$ cat config.mk
export PLATFORM = sky130hd
export DESIGN_NAME = led_share_arbiter
export DESIGN_NICKNAME = d
export VERILOG_FILES = /design/src/rtl/led_share_arbiter.sv
export SDC_FILE = /design/constraint.sdc
export NUM_CORES = 1
export LEC_CHECK = 0
export ABC_AREA = 1
export BUFFER_PORTS_ARGS = -buffer_cell sky130_fd_sc_hd__buf_2
export CAP_MARGIN = 20
export CORE_MARGIN = 5
export CORE_UTILIZATION = 55
export CTS_BUF_LIST = sky130_fd_sc_hd__clkbuf_4 sky130_fd_sc_hd__clkbuf_8 sky130_fd_sc_hd__clkbuf_16
export DETAILED_ROUTE_END_ITERATION = 10
export PLACE_DENSITY = 0.86
export RECOVER_POWER = 25
export SETUP_SLACK_MARGIN = 0.4
export SYNTH_ARGS = -nofsm -noshare
export SYNTH_HDL_FRONTEND = slang
export SYNTH_SLANG_ARGS = --single-unit
$ cat constraint.sdc
create_clock -name clk -period 2.2 [get_ports clk]
set_input_delay 0.22 -clock clk [delete_from_list [all_inputs] [get_ports clk]]
set_output_delay 0.22 -clock clk [all_outputs]
set_load 0.005 [all_outputs]
$ cat src/rtl/led_share_arbiter.sv
// led_share_arbiter: round-robin owner of a shared LED bank.
// Each winner displays its latched value for HOLD_TICKS prescaler ticks,
// then gets a one-cycle acknowledge. Dropping the request aborts the grant
// early with no acknowledge.
// Optional macro LED_SHARE_PWM_EN adds a pwm_duty port and a brightness
// PWM on the LED outputs.
module led_share_arbiter #(
   parameter int NREQ       = 4,
   parameter int BITS       = 4,
   parameter int LOG2DELAY  = 22,
`ifdef LED_SHARE_PWM_EN
   parameter int HOLD_TICKS = 2,
   parameter int PWM_BITS   = 4
`else
   parameter int HOLD_TICKS = 2
`endif
) (
   input  logic                 clk,
   input  logic                 rst,
   input  logic [NREQ-1:0]      req_valid,
   input  logic [NREQ*BITS-1:0] req_value,
`ifdef LED_SHARE_PWM_EN
   input  logic [PWM_BITS-1:0]  pwm_duty,
`endif
   output logic [NREQ-1:0]      grant,
   output logic [NREQ-1:0]      req_ack,
   output logic                 busy,
   output logic [BITS-1:0]      leds
);

   localparam int IW = (NREQ > 1) ? $clog2(NREQ) : 1;
   localparam int TW = (HOLD_TICKS > 1) ? $clog2(HOLD_TICKS) : 1;

   typedef enum logic {IDLE, HOLD} state_t;

   state_t              state;
   logic [LOG2DELAY-1:0] presc;
   logic                tick;
   logic [TW-1:0]       tick_cnt;
   logic [IW-1:0]       last;
   logic [IW-1:0]       owner;
   logic [BITS-1:0]     shown;

   logic                found;
   logic [IW-1:0]       win;
   logic [BITS-1:0]     win_value;

   // Free-running prescaler; grants never restart it, so hold length jitters by up to one tick period.
   always_ff @(posedge clk) begin
      if (rst) presc <= '0;
      else     presc <= presc + 1'b1;
   end

   assign tick = &presc;

   // Round-robin search starting just after the last owner, so the last owner has lowest priority.
   always_comb begin
      logic [IW-1:0] cand;
      found = 1'b0;
      win   = '0;
      cand  = '0;
      for (int k = 1; k <= NREQ; k++) begin
         cand = IW'((int'(last) + k) % NREQ);
         if (!found && req_valid[cand]) begin
            found = 1'b1;
            win   = cand;
         end
      end
   end

   // Value of the prospective winner, captured into shown at grant time.
   always_comb begin
      win_value = '0;
      for (int i = 0; i < NREQ; i++) begin
         if (win == IW'(i)) win_value = req_value[i*BITS +: BITS];
      end
   end

   // Grant FSM: IDLE picks a winner, HOLD counts ticks and ends with ack or abort.
   always_ff @(posedge clk) begin
      if (rst) begin
         state    <= IDLE;
         grant    <= '0;
         req_ack  <= '0;
         busy     <= 1'b0;
         shown    <= '0;
         tick_cnt <= '0;
         owner    <= '0;
         last     <= IW'(NREQ - 1);
      end else begin
         req_ack <= '0;
         case (state)
            IDLE: begin
               if (found) begin
                  grant    <= NREQ'(1) << win;
                  owner    <= win;
                  shown    <= win_value;
                  tick_cnt <= '0;
                  busy     <= 1'b1;
                  state    <= HOLD;
               end
            end
            HOLD: begin
               // An abort takes precedence over a coincident final tick.
               if (!req_valid[owner]) begin
                  grant <= '0;
                  shown <= '0;
                  busy  <= 1'b0;
                  last  <= owner;
                  state <= IDLE;
               end else if (tick) begin
                  if (tick_cnt == TW'(HOLD_TICKS - 1)) begin
                     req_ack <= grant;
                     grant   <= '0;
                     shown   <= '0;
                     busy    <= 1'b0;
                     last    <= owner;
                     state   <= IDLE;
                  end else begin
                     tick_cnt <= tick_cnt + TW'(1);
                  end
               end
            end
            default: state <= IDLE;
         endcase
      end
   end

`ifdef LED_SHARE_PWM_EN
   logic [PWM_BITS-1:0] pwm_cnt;

   // Brightness PWM: LEDs show the latched value only while pwm_cnt is below the duty.
   always_ff @(posedge clk) begin
      if (rst) begin
         pwm_cnt <= '0;
         leds    <= '0;
      end else begin
         pwm_cnt <= pwm_cnt + 1'b1;
         leds    <= shown & {BITS{pwm_cnt < pwm_duty}};
      end
   end
`else
   assign leds = shown;
`endif

endmodule

# --- Yosys cells after proc, flatten, opt, wreduce, memory -nomap -nowiden ---
# Index checks and enable logic that the tools add are counted.
word_totals:
  register_bits: 41
  latch_bits: 0
  ram_bits: 0
  rom_bits: 0
  in_bits: 22
  out_inout_bits: 13
  word_cells: 95
  memories: 0
classes:
  addsub: 6
  n_mul: 0
  n_div: 0
  order_cmp: 5
  n_eq_ne: 10
  n_shift: 1
  n_mux: 47
  n_bitwise: 4
  reduce_logical: 13
op_table:
  columns: ["operator", "count"]
  rows:
  - ["two-way mux 4 bit", 9]
  - ["adder 22 x 1 -> 22 bit, second input constant", 1]
  - ["AND reduction 22 bit", 1]
  - ["two-way mux 1 bit", 21]
  - ["case mux 4 bit (2 select lines)", 2]
  - ["< comparator 2 x 3 -> 1 bit, second input constant", 5]
  - ["two-way mux 2 bit", 7]
  - ["binary-select mux 1 bit (select 2 bit)", 5]
  - ["AND reduction 3 bit", 3]
  - ["!= test 2 bit, second input constant", 3]
  - ["!= test 3 bit, second input constant", 2]
  - ["case mux 1 bit (2 select lines)", 3]
  - ["OR reduction 5 bit", 1]
  - ["adder 2 x 1 -> 2 bit, second input constant", 2]
  - ["adder 2 bit, second input constant", 2]
  - ["== test 2 bit, second input constant", 2]
  - ["!= test 2 x 1 -> 1 bit, second input constant", 2]
  - ["NOT 1 bit", 4]
  - ["left shift 1 x 2 -> 4 bit, first input constant", 1]
  - ["logical AND 1 bit", 3]
  - ["logical NOT 1 bit", 3]
  - ["== test 2 x 1 -> 1 bit, second input constant", 1]
  - ["logical NOT 2 bit", 1]
  - ["AND reduction 2 bit", 1]
  - ["adder 1 bit, second input constant", 1]

# --- Logic depth before layout (Yosys ltp) ---
# Gate-level depths: netlist of the first run.
depth:
  ltp_word: 20
  depth_mapped: 19
  mapped_depth_nobuf: 18

# --- Worst setup path before layout of the first run ---
# Ideal clock, no wire load.
synth_path:
  path_kind: "register -> register"
  from: "reg presc[0]"
  to: "reg grant[3]"
  setup_ns: 0.128
  arrival_ns: 1.627
  t_required_ns: 2.072
  setup_slack_ns: 0.445
  stages_incl_launch_ff: 12
  path_buffers: 1
  period_less_slack_ns: 1.755
  path_cell_list: "dfxtp_1 > ha_1 > nand3_1 > nor2_2 > nand2_1 > nor3_1 > nand3_1 > nand2_1 > nand2_1 > clkbuf_1 > a31oi_1 > nor2_1"
synth_via:
  elab_chain_len: 3
synth_rtl:
  columns: ["element", "line", "text"]
  rows:
  - ["from (decl)", "37", "logic [LOG2DELAY-1:0] presc;"]
  - ["from (signal assigned)", "51", "else presc <= presc + 1'b1;"]
  - ["AND reduction 22 bit", "54", "assign tick = &presc;"]
  - ["!= test 3 bit (no source line)", null, null]
  - ["AND reduction 3 bit (no source line)", null, null]
  - ["to (signal assigned)", "95", "grant <= NREQ'(1) << win;"]
  - ["to (decl)", "25", "output logic [NREQ-1:0] grant,"]
# Every way passes these cells.
# A chain may end at the register's enable or synchronous reset.

# --- Final worst setup path of the first run ---
layout_path:
  from: "reg last[0]"
  to: "reg shown[3], in the netlist leds[3]"
layout_via:
  elab_chain_len: 20
  word_cells_on_any_way: 38
  classes_between: "4 x add/sub; 4 x eq/ne; 22 x mux; 8 x reduce/logical"
layout_rtl:
  columns: ["element", "line", "text"]
  rows:
  - ["from (decl)", "40", "logic [IW-1:0] last;"]
  - ["from (signal assigned)", "89", "last <= IW'(NREQ - 1);"]
  - ["from (signal assigned)", "109", "last <= owner;"]
  - ["from (signal assigned)", "117", "last <= owner;"]
  - ["adder 2 x 1 -> 2 bit", "63", "cand = IW'((int'(last) + k) % NREQ);"]
  - ["binary-select mux 1 bit (select 2 bit)", "64", "if (!found && req_valid[cand]) begin"]
  - ["two-way mux 1 bit (implied by the code)", "64", null]
  - ["two-way mux 1 bit", "64", null]
  - ["logical NOT 1 bit", "64", null]
  - ["logical AND 1 bit", "64", null]
  - ["two-way mux 1 bit", "64", null]
  - ["logical NOT 1 bit", "64", null]
  - ["logical AND 1 bit", "64", null]
  - ["two-way mux 1 bit", "64", null]
  - ["logical NOT 1 bit", "64", null]
  - ["logical AND 1 bit", "64", null]
  - ["two-way mux 2 bit", "64", null]
  - ["logical NOT 2 bit", "75", "if (win == IW'(i)) win_value = req_value[i*BITS +: BITS];"]
  - ["two-way mux 4 bit (4 in a row)", "75", null]
  - ["two-way mux 4 bit", "94", "if (found) begin"]
  - ["case mux 4 bit (2 select lines)", "92", "case (state)"]
  - ["to (signal assigned)", "97", "shown <= win_value;"]
  - ["to (decl)", "42", "logic [BITS-1:0] shown;"]
# Several ways; a longest one is shown, not always the timed one. The select of a mux whose other input is x is not followed.

==> reports/metrics.cfg, run 1 <==
[global_routing]
grt_max_degree=28
first_global_vias=2109
grt_use_total_pct=20.7
antenna_found_initial=0
grt_remaining_overflow=0
grt_pass1_wl_um=8900

[timing]
finalHoldViolations=0
post-route-min-period_ps=2000
tightest_slew_ps=532
relSlewSlack_pct=64.5
setup_viol=0
rsz0062_at_grt=yes
maxClockFrequency_mhz=500
period_share_pct=90.9
hold_ws_ps=192
skew_ps=7.74
setup_tns_ps=0
slew_violations=0

[drt]
ant_nets=0
wl_met1_um=2440
topRoutingLayerUsed=met4
vias=2396
first_pass_iters=5
wl_met3_um=476
wl_met2_um=3290
wl_um=6410
via_per_inst=5.56
wire_per_inst_um=14.9
drc=0
drt_iter0_drc=216

[final_layout]
final_common_cell=nand2_1
drive_gt1_share_pct=37.3
final_cell_mix=54 x nand2_1, 37 x dfxtp_1, 34 x inv_1
diodes=0
instances_no_fill=431
layout.nets=403
fillers=286
syn2layout_area_growth_pct=29.7
utilization_pct=74.1

[run_status]
outcome=finished, final reports clean

[clock_tree]
numCtsBuffers=5
clkTransAtPathRegs_ps=80
cts_sinks=41
cts-root-buf=clkbuf_8
clock_latency_ps=300
clk_path_buf_depth=2
tritoncts=built
htree_levels=2
postCtsHoldBufs=0

[synthesis]
synth_area_um2=2320
synth_seq_cells=41
avgSynthCellArea_um2=7.16
synth_nets=347
synth_top_cell_area_share_pct=35.4
synth_largest_area_cell=dfxtp_1
synth-seq-area-share_pct=35.4
synth.area.top_cells=dfxtp_1 35%, nand2_1 11%, inv_1 6.3%
yosys_warnings=0
yosysUniqueCellTypes=43
syn_inst=324

[die]
start_util_pct=57.1
die_y_um=74.9
fp.coreArea_um2=4060
die_w_um=74.9
die_area_um2=5610
num_rows=23
io_pins=35

[placement]
hpwlAfterDp_um=3670
dp_cells=402
gp_congestion=0.823
port_buffers=34

[power]
vdd_drop_max_mv=0.520
power.density_nw_per_um2=1190
static-leakage-power_nw=1.38
finalPower_w=0.00359

[flow_run]
max_cap_viol_count=0

[critical_path]
start_kind=flip-flop
worstSetupPathType=reg2reg
ff2ff_path_depth=16
crit_fanout=6
arrival_ps=2170
r2r_start=last[0]$_SDFFE_PP1P_
r2r-end=leds[3]$_SDFFE_PP0P_
required_ps=2370
r2r_slack_ps=200
end_kind=flip-flop

[worst_hold_path]
min_delay_path_depth=3
hold_path_startpoint=req_value[13]
min_to=leds[1]$_SDFFE_PP0P_
hold_path_class=in2reg

[per-stage QoR]
| step | cell area, um^2 | worst slack (ps) |
|---|---|---|
| floorplan | 2320 | 445 |
| global placement | 2520 | 284 |
| detailed placement | 2520 | 155 |
| CTS | 2840 | 319 |
| global route | 3010 | 63.5 |
| finish | 3010 | 201 |
[layer usage]
layer / vias to the layer above / GRT usage (%)
li1: 1158 / -
met1: 1092 / 23.2
met2: 119 / 37.2
met3: 27 / 4.67
met4: 0 / 9.09
met5: - / 0
[critical path: stages, from the launching register on]
cell and delay [ps]:
dfxtp_2 360, buf_8 160, inv_12 50, nand2_4 60
nand2_4 60, nand2_4 80, nand2_4 70, nor2_8 160
nand3_4 140, a21oi_4 230, nand2_2 90, inv_2 60
nand2_1 50, nand2_1 80, nand2_1 80, nand2_1 90
a21oi_2 50
[registers in the layout, summed over array words and instances, names as in the netlist]
| signal | count |
|---|---|
| presc | 22 |
| grant | 4 |
| leds | 4 |
| req_ack | 4 |
| last | 2 |
| owner | 2 |
| busy | 1 |
| state | 1 |
| tick_cnt | 1 |
[cells by family after synthesis]
kind of cell / after synthesis / synth area share [%]
buffers and inverters: 53 / 9.82
and+or+nand+nor: 182 / 41.5
DFF: 41 / 35.4
adders and majority gates: 1 / 0.540
AOI/OAI and AO/OA: 44 / 11.6
xor gates and xnor gates: 3 / 1.13
[power by group]
group | internal [W] | total [W] | switching [W]
Combinational | 0.000743 | 0.00202 | 0.00128
Clock | 0.000382 | 0.000638 | 0.000256
Sequential | 0.000842 | 0.000933 | 0.0000915
Total | 0.00197 | 0.00359 | 0.00163
[cells in the mapped netlist (all sizes together)]
master	n
a221oi	1
o21a	1
nand4	5
a32oi	1
xnor2	2
a21oi	20
inv	45
o21ai	16
nand3	26
nor3b	3
clkbuf	3
a211oi	2
ha	1
nand2	93
dfxtp	41
xor2	1
a31oi	2
o22ai	1
nor4	1
buf	5
nand3b	1
nor2	43
nor3	10
[area by class of cell]
cell class | instances | area, um^2 | area share [%]
clock buffer | 7 | 90.1 | 3.00
clock inverter | 1 | 30.0 | 0.998
inverter | 45 | 186 | 6.20
multi-input combinational | 231 | 1450 | 48.3
sequential | 41 | 828 | 27.5
tap | 50 | 62.6 | 2.08
timing repair buffer | 55 | 350 | 11.6
timing repair inverter | 1 | 8.76 | 0.291
[worst max-delay path by stage]
stage,start,end,slack (ps),cells after the start
after floorplan,presc[0]$_SDFF_PP0_,grant[3]$_SDFFE_PP0P_,450,11
after detailed placement,presc[0]$_SDFF_PP0_,last[0]$_SDFFE_PP1P_,150,10
after global routing,presc[0]$_SDFF_PP0_,presc[21]$_SDFF_PP0_,60,12
after global placement,presc[0]$_SDFF_PP0_,grant[0]$_SDFFE_PP0P_,280,10
final,last[0]$_SDFFE_PP1P_,leds[3]$_SDFFE_PP0P_,200,16
after CTS,last[0]$_SDFFE_PP1P_,leds[2]$_SDFFE_PP0P_,320,16
[timing repair]
| action | 4_1_cts | 5_1_grt |
|---|---|---|
| setup endpoints to repair | 19 | 22 |
| resized for setup | 34 | 31 |
| pin swaps | 11 | 21 |
| gates cloned | 2 | 1 |
| buffers inserted | 7 | 11 |
Note: power is estimated with default switching activity, not from simulation.
==> run 2, diff against run 1 <==
--- a/config.mk
+++ b/config.mk
@@ -5,14 +5,14 @@
 export SDC_FILE = /design/constraint.sdc
 export NUM_CORES = 1
 export LEC_CHECK = 0
-export ABC_AREA = 1
+export ABC_AREA = 0
 export BUFFER_PORTS_ARGS = -buffer_cell sky130_fd_sc_hd__buf_2
 export CAP_MARGIN = 20
 export CORE_MARGIN = 5
-export CORE_UTILIZATION = 55
+export CORE_UTILIZATION = 54
 export CTS_BUF_LIST = sky130_fd_sc_hd__clkbuf_4 sky130_fd_sc_hd__clkbuf_8 sky130_fd_sc_hd__clkbuf_16
 export DETAILED_ROUTE_END_ITERATION = 10
-export PLACE_DENSITY = 0.86
+export PLACE_DENSITY = 0.87
 export RECOVER_POWER = 25
 export SETUP_SLACK_MARGIN = 0.4
 export SYNTH_ARGS = -nofsm -noshare
==> run 2 against run 1 <==
Against the previous run: clock-buffer cell count is 1 higher; clock power down 39%; sequential share of layout area is 11 points higher; register-to-register slack better by 310 ps; combinational power shrank 91%; sequential power shrank 14%; synthesized cell count decreased by 39%; area after synthesis is 19% lower; design area down 28%; global-route usage shrank 4.4 points.
==> reports/metrics.cfg, run 2 <==
[power]
vdd_drop_max_mv=0.409
static-leakage-power_nw=0.871
seqPwrFrac_pct=58.1
internal_power_w=0.00103
swShare_pct=25.6
switching_power_w=0.000354
pwr-share-clk_pct=28.4
pwr-share-comb_pct=13.5
power.density_nw_per_um2=639

[flow_run]
max_cap_viol_count=0

[critical_path]
arrival_ps=1910
path_buf_inv=0
cp_slowest_stage_delay_ps=370
crit_fanout=7
start_kind=flip-flop
end_kind=flip-flop
path_cells=ha_2 > nand3_4 > nor3_4 > a41oi_4 > a32oi_1 > nor2_1
crit_family=compound AO/OA/AOI/OAI gates
crit_slowest_cell=dfxtp_1
worstSetupPathType=reg2reg
required_ps=2420

[drt]
via_per_inst=5.64
wl_um=3880
drt_iter0_drc=104
drc=0
ant_nets=0
first_pass_iters=5
vias=1586
wire_per_inst_um=13.8

[synthesis]
synth_commonest_cells=41 x dfxtp_1, 31 x nor2_1, 15 x xor2_1, 12 x nand3_1, 8 x mux2i_1
synth_area_um2=1890
yosys_warnings=0
synth_largest_area_cell=dfxtp_1
synth_seq_cells=41
yosysMostFrequentCell=dfxtp_1
synth_nets=222
synth.area.top_cells=dfxtp_1 43%, xor2_1 7.0%, nor2_1 6.2%
syn_inst=199
synth_top_cell_area_share_pct=43.4
avgSynthCellArea_um2=9.49
synthArstFlopShare_pct=0
synth-seq-area-share_pct=43.4
synth_edf_count=0
yosysUniqueCellTypes=43
ys.flop_type=dfxtp_1

[timing]
skew_ps=9.06
period_share_pct=76.8
slew_violations=0
finalHoldViolations=0
maxClockFrequency_mhz=592
setup_viol=0
hold_ws_ps=162
tightest_slew_ps=1050
setup_tns_ps=0
rsz0062_at_grt=no
worst_slack_ps=510
post-route-min-period_ps=1690
relSlewSlack_pct=30.1

[placement]
gp_congestion=0.776
pre_cts_slack_ps=456
port_buffers=34
place_area_um2=2090
hpwlAfterDp_um=2810

[clock_tree]
clock_latency_ps=350
clk_path_buf_depth=2
cts_sinks=41
postCtsHoldBufs=0
htree_levels=2
clkTransAtPathRegs_ps=110
cts-root-buf=clkbuf_4
numCtsBuffers=5
tritoncts=built

[final_layout]
diodes=0
layout.nets=257
final_common_cell=dfxtp_1
utilization_pct=64.2
final_cell_mix=39 x dfxtp_1, 31 x nor2_1, 27 x buf_2
final_area_um2=2160
syn2layout_area_growth_pct=14.4
top_register=presc
drive_gt1_share_pct=23.8
largest_reg_flops=22

[global_routing]
grt_pass1_wl_um=6420
first_global_vias=1468
antenna_found_initial=0
grt_max_degree=26
grt_use_total_pct=16.3
grt_remaining_overflow=0

[worst_hold_path]
hold_path_class=in2reg

[die]
die_y_um=69.2
start_util_pct=56.2
io_pins=35
die_area_um2=4780
num_rows=21
die_w_um=69.2
fp.coreArea_um2=3360

[run_status]
outcome=finished, final reports clean

run 2: worst reg2reg max path: cells and delay by family (launching register included):
family	cells	cell delay, ps
compound gates	2	500
fa+ha+maj	1	230
flops	1	370
simple gates	3	460
run 2: layout make-up:
class                   instances  area, um^2
multi-input cells             149        1050
flip-flops and latches         41         823
inverters                       2        7.51
clock buffers                   8        60.1
well taps                      46        57.6
fillers                       306        1200
repair buffers                 35         165
run 2: stage by stage:
step | power [W] | instances
detailed placement | 0.00100 | 273
global placement | 0.000998 | 273
CTS | 0.00139 | 281
finish | 0.00138 | 281
global route | 0.00145 | 281
floorplan | 0.000939 | 199
run 2: power by group through the flow:
stage               Combinational (W)  Clock (W)  Sequential, W
finish                       0.000187   0.000392       0.000801
global route                 0.000204   0.000437       0.000807
CTS                          0.000189   0.000406       0.000799
detailed placement           0.000188          0       0.000816
global placement             0.000182          0       0.000816
floorplan                    0.000126          0       0.000813
run 2: final timing paths:
path	startpoint	end	slack [ps]	cells after the start
hold / removal	req_value[6]	leds[2]$_SDFFE_PP0P_	160	3
setup / recovery	presc[1]$_SDFF_PP0_	grant[2]$_SDFFE_PP0P_	510	6
hold reg to reg	presc[0]$_SDFF_PP0_	presc[0]$_SDFF_PP0_	450	1
setup reg to reg	presc[1]$_SDFF_PP0_	grant[2]$_SDFFE_PP0P_	510	6
run 2: cell families after synthesis:
family	count (synthesis)	synth area share (%)
xor+xnor	19	8.81
flops	41	43.4
fa+ha+maj	1	0.662
mux	9	5.43
simple gates	97	29.7
compound gates	23	9.87
buf+inv	9	2.12
run 2: layer usage:
layer	vias to the layer above	wire [um]	track usage, %
met1	740	1740	19.6
met5	-	0	0
met4	0	77	8.03
met2	60	1810	26.4
li1	778	-	-
met3	8	250	4.94
run 2: repair_timing:
action / in CTS / in global routing
gates resized for setup: 0 / 5
endpoints found under the setup margin: 0 / 17
setup buffers: 0 / 0
==> run 3, diff against run 2 <==
--- a/config.mk
+++ b/config.mk
@@ -9,10 +9,10 @@
 export BUFFER_PORTS_ARGS = -buffer_cell sky130_fd_sc_hd__buf_2
 export CAP_MARGIN = 20
 export CORE_MARGIN = 5
-export CORE_UTILIZATION = 54
+export CORE_UTILIZATION = 49
 export CTS_BUF_LIST = sky130_fd_sc_hd__clkbuf_4 sky130_fd_sc_hd__clkbuf_8 sky130_fd_sc_hd__clkbuf_16
 export DETAILED_ROUTE_END_ITERATION = 10
-export PLACE_DENSITY = 0.87
+export PLACE_DENSITY = 0.84
 export RECOVER_POWER = 25
 export SETUP_SLACK_MARGIN = 0.4
 export SYNTH_ARGS = -nofsm -noshare
==> constraint.sdc (replaced) <==
create_clock -name clk -period 1.36 [get_ports clk]
set_input_delay 0.136 -clock clk [delete_from_list [all_inputs] [get_ports clk]]
set_output_delay 0.136 -clock clk [all_outputs]
set_load 0.005 [all_outputs]
==> run 3 against run 2 <==
Against the previous run: clock skew down 2.4 ps; sequential cell count did not move; worst hold slack got worse by 15 ps; the run now ends with negative setup slack left; routed wire length rose by 74%; global-route usage increased by 7.0 points; via count grew 24%; clock power grew to 2.8 times the previous value; combinational power rose to 2.6 times the previous value; worst setup slack worse by 780 ps; clock-buffer cell count shrank 2; critical path depth up 1.
==> reports/metrics.cfg, run 3 (synthesis results as in run 2) <==
[global_routing]
grt_max_degree=22
antenna_found_initial=0
first_global_vias=1904
grt_use_total_pct=23.3
grt_remaining_overflow=0
grt_pass1_wl_um=9340

[power]
static-leakage-power_nw=1.26
power.density_nw_per_um2=968
finalPower_w=0.00288
vdd_drop_max_mv=0.569

[drt]
ant_nets=0
first_pass_iters=4
wl_um=6770
wire_per_inst_um=20.1
drt_iter0_drc=139
drc=0
via_per_inst=5.85
vias=1966

[critical_path]
end_kind=flip-flop
arrival_ps=1800
crit_fanout=7
worstSetupPathType=reg2reg
start_kind=flip-flop
required_ps=1540

[placement]
port_buffers=34
pre_cts_slack_ps=-207
hpwlAfterDp_um=3360
gp_congestion=0.835

[die]
start_util_pct=51.2
die_y_um=72.1
io_pins=35
fp.coreArea_um2=3690
die_area_um2=5200
die_w_um=72.1
num_rows=22

[timing]
skew_ps=6.70
rsz0062_at_grt=yes
worst_slack_ps=-267
hold_ws_ps=147
maxClockFrequency_mhz=615
tightest_slew_ps=488
period_share_pct=120
slew_violations=0
relSlewSlack_pct=67.2
finalHoldViolations=0
setup_viol=33
post-route-min-period_ps=1630

[clock_tree]
postCtsHoldBufs=0
htree_levels=2
clk_path_buf_depth=2
clock_latency_ps=290
cts-root-buf=clkbuf_8
tritoncts=built
cts_sinks=41
clkTransAtPathRegs_ps=80
numCtsBuffers=5

[final_layout]
largest_reg_flops=22
final_cell_mix=38 x buf_4, 34 x buf_2, 28 x nor2_1, 28 x dfxtp_1
layout.nets=310
diodes=0
multi_input_area_um2=1300
final_common_cell=buf_4
regArea_um2=850
top_register=presc
syn2layout_area_growth_pct=57.7
fillers=204
drive_gt1_share_pct=54.5

[run_status]
outcome=finished with violations
violations=negative setup slack

[worst_hold_path]
hold_path_class=in2reg

[flow_run]
max_cap_viol_count=0

==> run 3: cell types whose count changed in the layout (fill, tap and decap cells not counted), moves of 9 or more <==
cell	before	now
nand3_2	0	9
buf_4	0	38
buf_6	0	14
dfxtp_1	39	28
nand3_1	12	2
==> run 3: timing repair <==
| item | in CTS | in global routing |
|---|---|---|
| pin swaps | 19 | 30 |
| setup endpoints to repair | 38 | 41 |
| setup buffers | 10 | 7 |
| cloned | 1 | 0 |
| gates resized for setup | 32 | 28 |
==> run 3: where the power goes <==
part	internal [W]	leakage (nW)	switching, W
clock network	0.000655	0.0663	0.000439
logic	0.000248	0.855	0.000240
registers	0.00125	0.339	0.0000488
total	0.00216	1.26	0.000727
==> run 3: layer usage <==
layer,global-route usage [%],wire length (um)
met5,0,0
met4,10.6,321
met3,5.82,444
met2,39.6,3410
met1,27.6,2590
==> run 3: final timing paths <==
check                                            from                    end  slack, ps  cells past startpoint
worst max-delay path              presc[1]$_SDFF_PP0_  grant[0]$_SDFFE_PP0P_       -270                      7
worst max register to register    presc[1]$_SDFF_PP0_  grant[0]$_SDFFE_PP0P_       -270                      7
worst min-delay path                     req_value[6]   leds[2]$_SDFFE_PP0P_        150                      3
worst min register to register  grant[1]$_SDFFE_PP0P_  grant[1]$_SDFFE_PP0P_        480                      2
==> run 3: worst max-delay path, cell delays in order, from the launching register on <==
cell	delay, ps
dfxtp_4	370
ha_4	150
nand3_4	90
nor3_4	250
buf_6	150
a41oi_4	180
a32oi_1	250
nor2_1	70
==> run 3: area by class of cell <==
cell class                 count  area share (%)
multi-input combinational    150            43.7
clock buffer                   6            3.15
sequential                    41            28.5
timing repair buffer          87            21.2
tap                           48            2.02
clock inverter                 2            1.18
inverter                       2           0.252
==> run 3: metrics by stage <==
stage	setup TNS, ps	std cells	utilization, %	area, um^2
finish	-4830	336	80.8	2980
global route	-7380	336	80.8	2980
CTS	-2300	329	75.5	2790
detailed placement	-2410	310	66.2	2440
global placement	-1530	310	66.2	2440
floorplan	-691	199	-	1970
